File: src/rtl/crc8_lfsr.sv
// Serial CRC generator: absorbs one message bit per clock while Active is high,
// then shifts the CRC out LSB first with Valid asserted for CRC_WIDTH cycles.
module crc8_lfsr #(
    parameter int unsigned           CRC_WIDTH = 8,
    parameter logic [CRC_WIDTH-1:0]  SEED      = CRC_WIDTH'(8'hD8),
    parameter logic [CRC_WIDTH-1:0]  TAPS      = CRC_WIDTH'(8'b0100_0100)
) (
    input  logic CLK,
    input  logic RST,
    input  logic DATA,
    input  logic Active,
    output logic CRC,
    output logic Valid
);

    localparam int unsigned CNT_W = (CRC_WIDTH > 1) ? $clog2(CRC_WIDTH) : 1;
    localparam logic [CNT_W-1:0] LAST_BIT = CNT_W'(CRC_WIDTH - 1);

    typedef enum logic [1:0] {
        ST_IDLE,
        ST_PEND,
        ST_SHIFT
    } state_t;

    state_t               state;
    logic [CRC_WIDTH-1:0] lfsr;
    logic [CRC_WIDTH-1:0] lfsr_absorb;
    logic [CNT_W-1:0]     bit_cnt;
    logic                 fb;

    // Top tap bit is implicit: the feedback always lands in the MSB.
    always_comb begin
        lfsr_absorb = '0;
        fb          = lfsr[0] ^ DATA;
        for (int unsigned i = 0; i < CRC_WIDTH - 1; i++) begin
            lfsr_absorb[i] = lfsr[i+1] ^ (TAPS[i] & fb);
        end
        lfsr_absorb[CRC_WIDTH-1] = fb;
    end

    // Active has priority: re-asserting it mid-output aborts the burst and the
    // partially shifted register keeps absorbing without a reload.
    always_ff @(posedge CLK or negedge RST) begin
        if (!RST) begin
            lfsr    <= SEED;
            CRC     <= 1'b0;
            Valid   <= 1'b0;
            bit_cnt <= '0;
            state   <= ST_IDLE;
        end else if (Active) begin
            lfsr    <= lfsr_absorb;
            CRC     <= 1'b0;
            Valid   <= 1'b0;
            bit_cnt <= '0;
            state   <= ST_PEND;
        end else if (state != ST_IDLE) begin
            CRC   <= lfsr[0];
            Valid <= 1'b1;
            lfsr  <= {1'b0, lfsr[CRC_WIDTH-1:1]};
            if (bit_cnt == LAST_BIT) begin
                bit_cnt <= '0;
                state   <= ST_IDLE;
            end else begin
                bit_cnt <= bit_cnt + CNT_W'(1);
                state   <= ST_SHIFT;
            end
        end else begin
            CRC   <= 1'b0;
            Valid <= 1'b0;
        end
    end

endmodule

File: config.mk
export PLATFORM = sky130hd
export DESIGN_NAME = crc8_lfsr
export DESIGN_NICKNAME = d
export VERILOG_FILES = /design/src/rtl/crc8_lfsr.sv
export SDC_FILE = /design/constraint.sdc
export NUM_CORES = 1
export LEC_CHECK = 0
export ABC_CLOCK_PERIOD_IN_PS = 1300
export BUFFER_PORTS_ARGS = -buffer_cell sky130_fd_sc_hd__clkbuf_2
export CORE_AREA = 4 4 41 43
export CTS_BUF_LIST = sky130_fd_sc_hd__clkbuf_8
export CTS_CLUSTER_DIAMETER = 50
export DETAILED_ROUTE_END_ITERATION = 12
export DIE_AREA = 0 0 45 47
export PLACE_DENSITY_LB_ADDON = 0.3
export SLEW_MARGIN = 20
export SYNTH_ARGS = -nofsm -noshare
export SYNTH_HDL_FRONTEND = slang
export SYNTH_SLANG_ARGS = --single-unit
File: constraint.sdc
create_clock -name CLK -period 1.3 [get_ports CLK]
set_input_delay 0.065 -clock CLK [delete_from_list [all_inputs] [get_ports CLK]]
set_output_delay 0.065 -clock CLK [all_outputs]
set_load 0.02 [all_outputs]
======== Word-level counts from Yosys, hierarchy flattened ========
Cells that the tools add are included.
word-level totals
  bits in registers ....................... 15
  input bits .............................. 4
  output and inout port bits .............. 2
  word-level logic and storage cells ...... 24
cells by class
  $add $sub $neg .......................... 1
  equal/unequal tests ..................... 1
  multiplexer cells ....................... 12
  bitwise logic cells ..................... 3
  reductions and logical operators ........ 2
operators by type and width
  cell                 count
  $mux 8               2
  $mux 3               3
  $mux 2               3
  $mux 1               4
  $reduce_bool 2->1    2
  $add 3x1->3 const B  1
  $eq 3x3->1 const B   1
  $xor 1x1->1          3

======== Depth between registers and ports, before layout ========
Gate-level depths: netlist of run 1.
  depth in word-level cells ............... 4
  depth in mapped cells ................... 4
  gate-level depth less buffers ........... 4

======== Worst setup path after synthesis of run 1 ========
Ideal clock, no wire load.
  kind .................................... register to register
  from .................................... register state[1]
  to ...................................... register lfsr[1]
  setup time .............................. 125 ps
  arrival time ............................ 1053 ps
  required time ........................... 1175 ps
  setup slack ............................. 122 ps
  stages on the path, launching flop included .. 4
  buffers on the path ..................... 1
  clock period less this slack ............ 1178 ps
  cell sequence ........................... dfrtp_1 -> nor3_2 -> buf_6 -> mux2_2
on the way
  cells in the longest elaborated chain, start to end .. 2
ends and longest elaborated chain
  item                                RTL line  RTL
  start: declaration                  25        state_t state;
  start signal: assignment            49        state <= ST_IDLE;
  start signal: assignment            55        state <= ST_PEND;
  start signal: assignment            62        state <= ST_IDLE;
  $reduce_bool 2->1                   56        end else if (state != ST_IDLE) begin
  $reduce_bool 2->1 (no source line)  n/a
  end signal: assignment              51        lfsr <= lfsr_absorb;
  end signal: assignment              59        lfsr <= {1'b0, lfsr[CRC_WIDTH-1:1]};
  end: declaration                    26        logic [CRC_WIDTH-1:0] lfsr;
Every way passes these cells.
A chain may end at the register's enable or synchronous reset.

======== Worst setup path after layout of run 1 ========
  from .................................... register bit_cnt[0]
  to ...................................... register bit_cnt[2]
on the way
  cells in the longest elaborated chain, start to end .. 4
  elaborated cells on any way between the ends .. 5
  classes of those cells .................. 1 x add/sub; 1 x eq/ne; 3 x mux
ends and longest elaborated chain
  item                                              RTL line  RTL
  start: declaration                                28        logic [CNT_W-1:0] bit_cnt;
  start signal: assignment                          64        bit_cnt <= bit_cnt + CNT_W'(1);
  $add 3x1->3 / $eq 3x3->1 (equally long branches)  64, 60
  $mux 3 (*)                                        60        if (bit_cnt == LAST_BIT) begin
  $mux 3 (*)                                        56
  $mux 3 (*)                                        50        end else if (Active) begin
Mark *: on every way between the ends. The rest lies on a longest branch, timed or not. The select of a mux whose other input is x is not followed.

==> flow_summary.yaml, run 1 <==
outcome:
  status: "finished clean"
logic_synthesis:
  yosysWarnings: 0
  synth_edf_count: 0
  synth_cell_types: 17
  syn-cell-area_um2: 634.4
  synth_area_leaders: "dfrtp_1, dfstp_2, mux2_2"
  synthTopCellsByCount: "dfrtp_1, mux2_2, dfstp_2, nand3_1"
  synth_cells: 42
  synth_top_area_share_pct: 43.39
  synthesis.nets: 48
  yosysMostFrequentCell: "dfrtp_1"
  async_reset_ff_share_pct: 100.0
  synth_seq_cells: 15
  synthFlopType: "dfrtp_1"
  syn_avg_cell_area_um2: 15.10
  yosys.area.top_type: "dfrtp_1"
  seq_area_frac_synth_pct: 59.96
sta:
  whs_ns: 0.03660
  setup_viol: 0
  worstMarginPinSlew_ns: 0.3602
  rsz0062_at_grt: "no"
  max_freq_ghz: 0.8146
  min_period_ns: 1.228
  setup_tns_ns: 0
  fin_ws_ns: 0.07239
  max-slew-margin-rel_pct: 75.99
  fin_crit_sh_pct: 94.43
  drv_slew: 0
  hold_viol_final: 0
  fin_skew_ns: 0.002094
global_routing:
  grt_pass1_wl_um: 1780
  grt_usage_pct: 13.25
  gr-total-overflow: 0
  grt_max_degree: 16
  antenna_found_initial: 0
  grt_pass1_vias: 410
clock_tree:
  cts_setup_buffers: 0
  h-tree-depth: 1
  cts.clk_slew.worst_paths_ns: 0.05
  root_buffer: "clkbuf_8"
  cts_resized: 0
  cts_buffer_depth: 2
  cts_tree: "done"
  cts_buffers: 3
  worstSkewPairLatency_ns: 0.24
  cts.sinks: 15
  cts.hold.buffers_added: 1
min_path:
  hp-class: "input pin to flip-flop"
drt:
  dr_total_vias: 376
  viasPerCell: 5.697
  detail_route.wl_per_cell_um: 15.32
  antenna_left: 0
  firstDrtPassIters: 2
  drc: 0
  drt-total-wl_um: 1011
  drt-initial-drc-count: 5
worst_setup_path:
  worst_ep_arrival_time_ns: 1.36
  cp_max_fo: 2
  r2r_cells: 3
  r2r-end: "bit_cnt[2]"
  endpoint: "bit_cnt[2]"
  reg2reg_setup_slack_ns: 0.07
  r2r-start: "bit_cnt[0]"
  worst-setup-path-type: "flip-flop to flip-flop"
  worstSetupStartpoint: "bit_cnt[0]"
  startpoint_type: "flip-flop"
  cp-end-kind: "flip-flop"
  cp.required_ns: 1.43
placement:
  place_area_um2: 665.6
  dpl.hpwl_um: 769.6
  place_congestion: 0.6336
  dp_slack_ns: 0.07022
  io_buffers: 5
  dp_cells: 61
layout:
  synthToLayoutAreaGrowth_pct: 13.61
  fillers: 112
  drive_above_1_share_pct: 45.10
  antennaDiodeCount: 0
  final_net_count: 58
  fin_cells: 66
  final_area_um2: 720.7
floorplanning:
  die_area_um2: 2115
  core_um2: 1301
  die_w_um: 45
  start_util_pct: 48.75
  num_rows: 13
  die_h_um: 47
  pin_count: 6
power_and_ir_drop:
  peakVddDrop_v: 0.0006757
  p_per_area_nw_per_um2: 1879
  leakagePower_uw: 0.0003375
run:
  cap_violations: 0
## per-layer routing
| metal | GRT usage (%) | part of all wire, % | up-vias |
|---|---|---|---|
| met1 | 13.59 | 40 | 192 |
| li1 | - | - | 171 |
| met2 | 21.19 | 52 | 9 |
| met4 | 12.28 | 3.9 | 0 |
| met5 | 0 | 0 | - |
| met3 | 4.598 | 4.5 | 4 |
## how the worst min path moves through the flow
stage / slack (ns) / startpoint / cells after the start / endpoint
floorplan: -0.23 / RST / 0 / CRC
global placement: -0.02 / RST / 1 / CRC
detailed placement: -0.01 / RST / 1 / state[1]
CTS: 0.03 / Active / 1 / state[0]
global route: 0.05 / Active / 1 / state[0]
finish: 0.04 / Active / 1 / state[0]
## through the flow
| stage | utilization, % | total power (uW) |
|---|---|---|
| floorplan | - | 921.6 |
| global placement | 51.15 | 975.7 |
| detailed placement | 51.15 | 1011 |
| CTS | 55.38 | 1374 |
| global route | 55.38 | 1444 |
| finish | 55.38 | 1354 |
## flip-flops by register name, summed over array words and instances (netlist names)
signal	count
CRC	1
Valid	1
bit_cnt	3
lfsr	8
state	2
## cell type report
| cell class | count | area, um2 | share of cell area [%] |
|---|---|---|---|
| Timing Repair Buffer | 7 | 42.54 | 5.903 |
| Clock inverter | 1 | 3.754 | 0.5208 |
| Clock buffer | 3 | 41.29 | 5.729 |
| Sequential cell | 15 | 380.4 | 52.78 |
| Tap cell | 15 | 18.77 | 2.604 |
| Multi-Input combinational cell | 25 | 234.0 | 32.47 |
## placed cells by master, fill, tap and decap left out
cell,n
o21ba_4,1
clkbuf_8,3
dlygate4sd3_1,1
nand3b_1,2
xor2_1,1
a22o_1,2
buf_4,1
mux2_2,6
clkbuf_2,5
xnor2_1,1
a22o_2,1
dfstp_2,4
inv_1,1
nor3_2,1
a22oi_1,2
nand3_1,4
and2_1,1
nor2b_4,1
ha_1,2
dfrtp_1,11
## worst max-delay path: stages, from the launching register on
cell     delay (ns)
dfrtp_1        0.39
ha_1           0.21
ha_1           0.28
a22o_2         0.24
## where the power goes
part | switching, uW | total [uW] | internal, uW
Combinational | 116 | 265 | 149
Clock | 142 | 350 | 208
Sequential | 94.4 | 739 | 645
Total | 352 | 1350 | 1000
## logic make-up (layout without fill, tap and decap cells)
logic type | count (synthesis) | count (layout) | share of synthesized area [%]
flops | 15 | 15 | 59.96
simple gates | 9 | 9 | 10.26
compound gates | 6 | 6 | 9.271
mux | 6 | 6 | 10.65
fa+ha+maj | 2 | 2 | 3.944
xor+xnor | 2 | 2 | 2.762
buf+inv | 2 | 11 | 3.156
(Power assumes the default switching activity.)
==> run 2, diff against run 1 <==
--- a/config.mk
+++ b/config.mk
@@ -7,12 +7,11 @@
 export LEC_CHECK = 0
 export ABC_CLOCK_PERIOD_IN_PS = 1300
 export BUFFER_PORTS_ARGS = -buffer_cell sky130_fd_sc_hd__clkbuf_2
-export CORE_AREA = 4 4 41 43
-export CTS_BUF_LIST = sky130_fd_sc_hd__clkbuf_8
+export CORE_MARGIN = 4
+export CORE_UTILIZATION = 48
 export CTS_CLUSTER_DIAMETER = 50
 export DETAILED_ROUTE_END_ITERATION = 12
-export DIE_AREA = 0 0 45 47
-export PLACE_DENSITY_LB_ADDON = 0.3
+export PLACE_DENSITY = 0.72
 export SLEW_MARGIN = 20
 export SYNTH_ARGS = -nofsm -noshare
 export SYNTH_HDL_FRONTEND = slang
==> flow_summary.yaml, run 2 (synthesis gave the netlist of run 1 again) <==
outcome:
  status: "finished clean"
sta:
  fin_skew_ns: 0.004789
  rsz0062_at_grt: "no"
  worstMarginPinSlew_ns: 0.3570
  max_freq_ghz: 0.8146
  fin_crit_sh_pct: 94.43
  whs_ns: 0.01097
  setup_tns_ns: 0
  hold_viol_final: 0
  fin_ws_ns: 0.07243
  drv_slew: 0
  max-slew-margin-rel_pct: 76.20
  setup_viol: 0
  min_period_ns: 1.228
layout:
  fillers: 91
  largest-register: "lfsr"
  final_net_count: 58
  drive_above_1_share_pct: 47.06
  reg_top3: "lfsr x8, bit_cnt x3, state x2"
  final_common_cell: "dfrtp_1"
  synthToLayoutAreaGrowth_pct: 10.65
  layout_common_cells: "dfrtp_1, mux2_2, clkbuf_2, nand3_1, dfstp_2"
  final_area_um2: 701.9
  largest_reg_flops: 8
  antennaDiodeCount: 0
power_and_ir_drop:
  sw_frac_of_total_pct: 27.57
  power_frac_comb_pct: 21.1
  p_per_area_nw_per_um2: 1782
  seqPwrFrac_pct: 58.8
  leakagePower_uw: 0.0003284
  p_switching_uw: 344.8
  peakVddDrop_v: 0.0009770
  clkPwrFrac_pct: 20.1
  internal_power_uw: 905.9
clock_tree:
  cts_buffer_depth: 2
  cts.clk_slew.worst_paths_ns: 0.08
  cts_setup_buffers: 0
  h-tree-depth: 1
  worstSkewPairLatency_ns: 0.28
  root_buffer: "clkbuf_4"
  cts_buffers: 3
  cts_tree: "done"
  cts.sinks: 15
drt:
  viasPerCell: 5.738
  antenna_left: 0
  drt-initial-drc-count: 13
  drc: 0
  detail_route.wl_per_cell_um: 14.43
  dr_total_vias: 373
  firstDrtPassIters: 4
  drt-total-wl_um: 938
worst_setup_path:
  reg2reg_setup_slack_ns: 0.07
  worst_ep_arrival_time_ns: 1.39
  r2r_cells: 3
  r2r-end: "lfsr[5]"
  startpoint_type: "flip-flop"
  cp.required_ns: 1.46
  worstSetupStartpoint: "state[1]"
  r2r-start: "state[1]"
  endpoint: "lfsr[5]"
  cp_max_fo: 11
  worst-setup-path-type: "flip-flop to flip-flop"
  cp-end-kind: "flip-flop"
run:
  cap_violations: 0
global_routing:
  grt_util_met2_pct: 18.31
  grt_max_degree: 16
  grtUsageMet3_pct: 2.846
  grt_busiest_layer: "met2"
  grt_usage_pct: 11.39
  use_met1_pct: 13.51
  antenna_found_initial: 0
  gr-total-overflow: 0
  grt_pass1_vias: 362
  grt_pass1_wl_um: 1580
floorplanning:
  pin_count: 6
  start_util_pct: 54.17
  core_um2: 1171
  die_area_um2: 1967
  num_rows: 12
  die_h_um: 44.36
  die_w_um: 44.36
placement:
  dp_slack_ns: 0.08313
  dpl.hpwl_um: 690
  place_congestion: 0.7796
  io_buffers: 5
  place_area_um2: 664.4
min_path:
  min-delay-start: "Active"
  hp-class: "input pin to flip-flop"
  whs_path_depth: 1
==> run 2: cell count changes in the layout (fill, tap and decap cells not counted), sizes merged <==
| cell | previous run | this run |
|---|---|---|
| clkinv | 0 | 1 |
| inv | 1 | 0 |
==> run 2: how the worst min path moves through the flow <==
stage,endpoint,slack [ns]
2_1_floorplan,CRC,-0.23
3_3_place_gp,Valid,-0.03
3_5_place_dp,bit_cnt[0],-0.01
4_1_cts,state[0],0.0004
5_1_grt,state[0],0.01
6_report,state[0],0.01
==> run 2: critical path, stage by stage, from the launching register on <==
cell     delay [ns]
dfrtp_1        0.41
nor3_2         0.16
buf_4          0.20
mux2_2         0.35
==> run 2: layout make-up <==
type,count,area [um2],share of cell area (%)
repair buffers,7,42.54,6.061
well taps,14,17.52,2.496
clock inverters,1,5.005,0.7130
flip-flops and latches,15,380.4,54.19
multi-input cells,25,234.0,33.33
clock buffers,3,22.52,3.209
==> run 2: per-layer routing <==
metal | up-vias | share of wire, % | wire [um]
li1 | 172 | - | -
met1 | 189 | 43 | 404
met2 | 12 | 50 | 468
met3 | 0 | 6.8 | 64
met4 | 0 | 0 | 0
met5 | - | 0 | 0
==> run 2: power by group through the flow <==
stage               registers, uW  logic [uW]  clock network, uW
detailed placement            741         264                  0
global placement              727         247                  0
floorplan                     724         198                  0
finish                        736         263                252
CTS                           734         269                259
global route                  751         290                284
==> run 2: stage by stage <==
stage	instances	power (uW)	util, %
6_report	65	1251	59.94
5_1_grt	65	1326	59.94
4_1_cts	65	1262	59.94
3_5_place_dp	60	1006	56.73
3_3_place_gp	60	973.9	56.73
2_1_floorplan	42	921.6	-
==> run 2: timing repair <==
action                    in CTS  in global routing
hold buffers                   1                  0
resized for setup              0                  0
hold endpoints to repair      15                  0
==> run 3, diff against run 2 <==
--- a/config.mk
+++ b/config.mk
@@ -7,7 +7,7 @@
 export LEC_CHECK = 0
 export ABC_CLOCK_PERIOD_IN_PS = 1300
 export BUFFER_PORTS_ARGS = -buffer_cell sky130_fd_sc_hd__clkbuf_2
-export CORE_MARGIN = 4
+export CORE_MARGIN = 1
 export CORE_UTILIZATION = 48
 export CTS_CLUSTER_DIAMETER = 50
 export DETAILED_ROUTE_END_ITERATION = 12
@@ -16,3 +16,4 @@
 export SYNTH_ARGS = -nofsm -noshare
 export SYNTH_HDL_FRONTEND = slang
 export SYNTH_SLANG_ARGS = --single-unit
+export TNS_END_PERCENT = 100
==> flow_summary.yaml, run 3 (synthesis gave the netlist of run 1 again) <==
drt:
  antenna_left: 0
  drt-total-wl_um: 882
  dr_total_vias: 347
  drt-initial-drc-count: 8
  detail_route.wl_per_cell_um: 13.36
  drc: 0
  viasPerCell: 5.258
  firstDrtPassIters: 2
sta:
  whs_ns: 0.02571
  rsz0062_at_grt: "no"
  max_freq_ghz: 0.8071
  worstMarginPinSlew_ns: 0.3405
  drv_slew: 0
  hold_viol_final: 0
  fin_skew_ns: 0.004708
  fin_crit_sh_pct: 95.31
  min_period_ns: 1.239
  max-slew-margin-rel_pct: 77.30
  setup_viol: 0
power_and_ir_drop:
  internal_power_uw: 912.9
  power_frac_comb_pct: 21.3
  clkPwrFrac_pct: 19.6
  seqPwrFrac_pct: 59.1
  p_switching_uw: 325.7
  p_per_area_nw_per_um2: 1740
  peakVddDrop_v: 0.0008907
  leakagePower_uw: 0.0003317
  sw_frac_of_total_pct: 26.30
  p_total_uw: 1239
worst_setup_path:
  r2r-start: "state[1]"
  crit_family: "flip-flops"
  critPathMaxStageDelay_ns: 0.40
  r2r-end: "lfsr[5]"
  cp.required_ns: 1.45
  worstPathCellList: "nor3_2, buf_6, mux2_2"
  worst-setup-path-type: "flip-flop to flip-flop"
  reg2reg_setup_slack_ns: 0.06
  cp_max_fo: 9
  worst_ep_arrival_time_ns: 1.39
  cpMaxStageDelayCell: "dfrtp_1"
  r2r_cells: 3
  startpoint_type: "flip-flop"
  cp_num_buf_inv: 1
  cp-end-kind: "flip-flop"
floorplanning:
  die_area_um2: 1471
  num_rows: 12
  die_w_um: 38.36
  die_h_um: 38.36
  start_util_pct: 54.17
  core_um2: 1171
  pin_count: 6
layout:
  drive_above_1_share_pct: 46.15
  reg_top3: "lfsr x8, bit_cnt x3, state x2"
  largest-register: "lfsr"
  final_common_cell: "dfrtp_1"
  synthToLayoutAreaGrowth_pct: 12.23
  layout_common_cells: "dfrtp_1, mux2_2, clkbuf_2, nand3_1, dfstp_2"
  largest_reg_flops: 8
  multiInputGateArea_um2: 234.0
  final_net_count: 59
  register_area_um2: 380.4
  fillers: 90
  antennaDiodeCount: 0
clock_tree:
  h-tree-depth: 1
  cts.sinks: 15
  cts.clk_slew.worst_paths_ns: 0.07
  cts_tree: "done"
  cts_buffers: 3
  cts_buffer_depth: 2
  worstSkewPairLatency_ns: 0.27
  root_buffer: "clkbuf_4"
global_routing:
  antenna_found_initial: 0
  grt_pass1_vias: 386
  grt_pass1_wl_um: 1538
  grt_max_degree: 16
  gr-total-overflow: 0
  grt_usage_pct: 16.35
placement:
  io_buffers: 5
  place_congestion: 0.7455
min_path:
  min-delay-start: "Active"
  hp-class: "input pin to flip-flop"
  holdPathEnd: "state[0]"
  whs_path_depth: 1
run:
  cap_violations: 0
outcome:
  status: "finished clean"
[run 3: final cells by class]
type	count	area share, %
flip-flops and latches	15	53.43
clock buffers	4	3.691
well taps	14	2.460
multi-input cells	25	32.86
repair buffers	8	7.557
[run 3: how the worst max path moves through the flow]
| stage | from | to | slack (ns) | cells after the start |
|---|---|---|---|---|
| after floorplan | state[1] | lfsr[1] | 0.12 | 3 |
| after global placement | state[1] | lfsr[0] | 0.06 | 3 |
| after detailed placement | state[1] | lfsr[5] | -0.01 | 3 |
| after CTS | state[0] | lfsr[5] | 0.03 | 3 |
| after global routing | state[1] | lfsr[5] | 0.00007 | 3 |
| final | state[1] | lfsr[5] | 0.06 | 3 |
[run 3: power groups by stage]
| stage | Sequential (uW) | Clock (uW) | Combinational (uW) |
|---|---|---|---|
| 3_3_place_gp | 728 | 0 | 247 |
| 5_1_grt | 751 | 279 | 296 |
| 6_report | 732 | 243 | 263 |
| 2_1_floorplan | 724 | 0 | 198 |
| 4_1_cts | 733 | 254 | 268 |
| 3_5_place_dp | 743 | 0 | 259 |
[run 3: stage by stage]
stage	util [%]	cells	setup slack [ns]	TNS [ns]	area, um2
floorplan	-	42	0.1222	0	634.4
global placement	56.73	60	0.06347	0	664.4
detailed placement	56.73	60	-0.01280	-0.01667	664.4
CTS	60.47	66	0.02797	0	708.2
global route	60.79	66	0.00006750	0	711.9
finish	60.79	66	0.06102	0	711.9
[run 3: timing repair]
action / CTS / global route
pin swaps: 1 / 1
hold buffers: 1 / 0
endpoints found under the hold margin: 15 / 0
gates resized for setup: 0 / 1
setup endpoints to repair: 3 / 3
setup buffers: 1 / 0
[run 3: layer usage]
layer | up-vias | global-route usage (%) | routed length (um)
met5 | - | 0 | 0
met4 | 0 | 10.34 | 7
met3 | 2 | 3.488 | 28
met2 | 6 | 28.81 | 467
met1 | 168 | 17.51 | 378
li1 | 171 | - | -
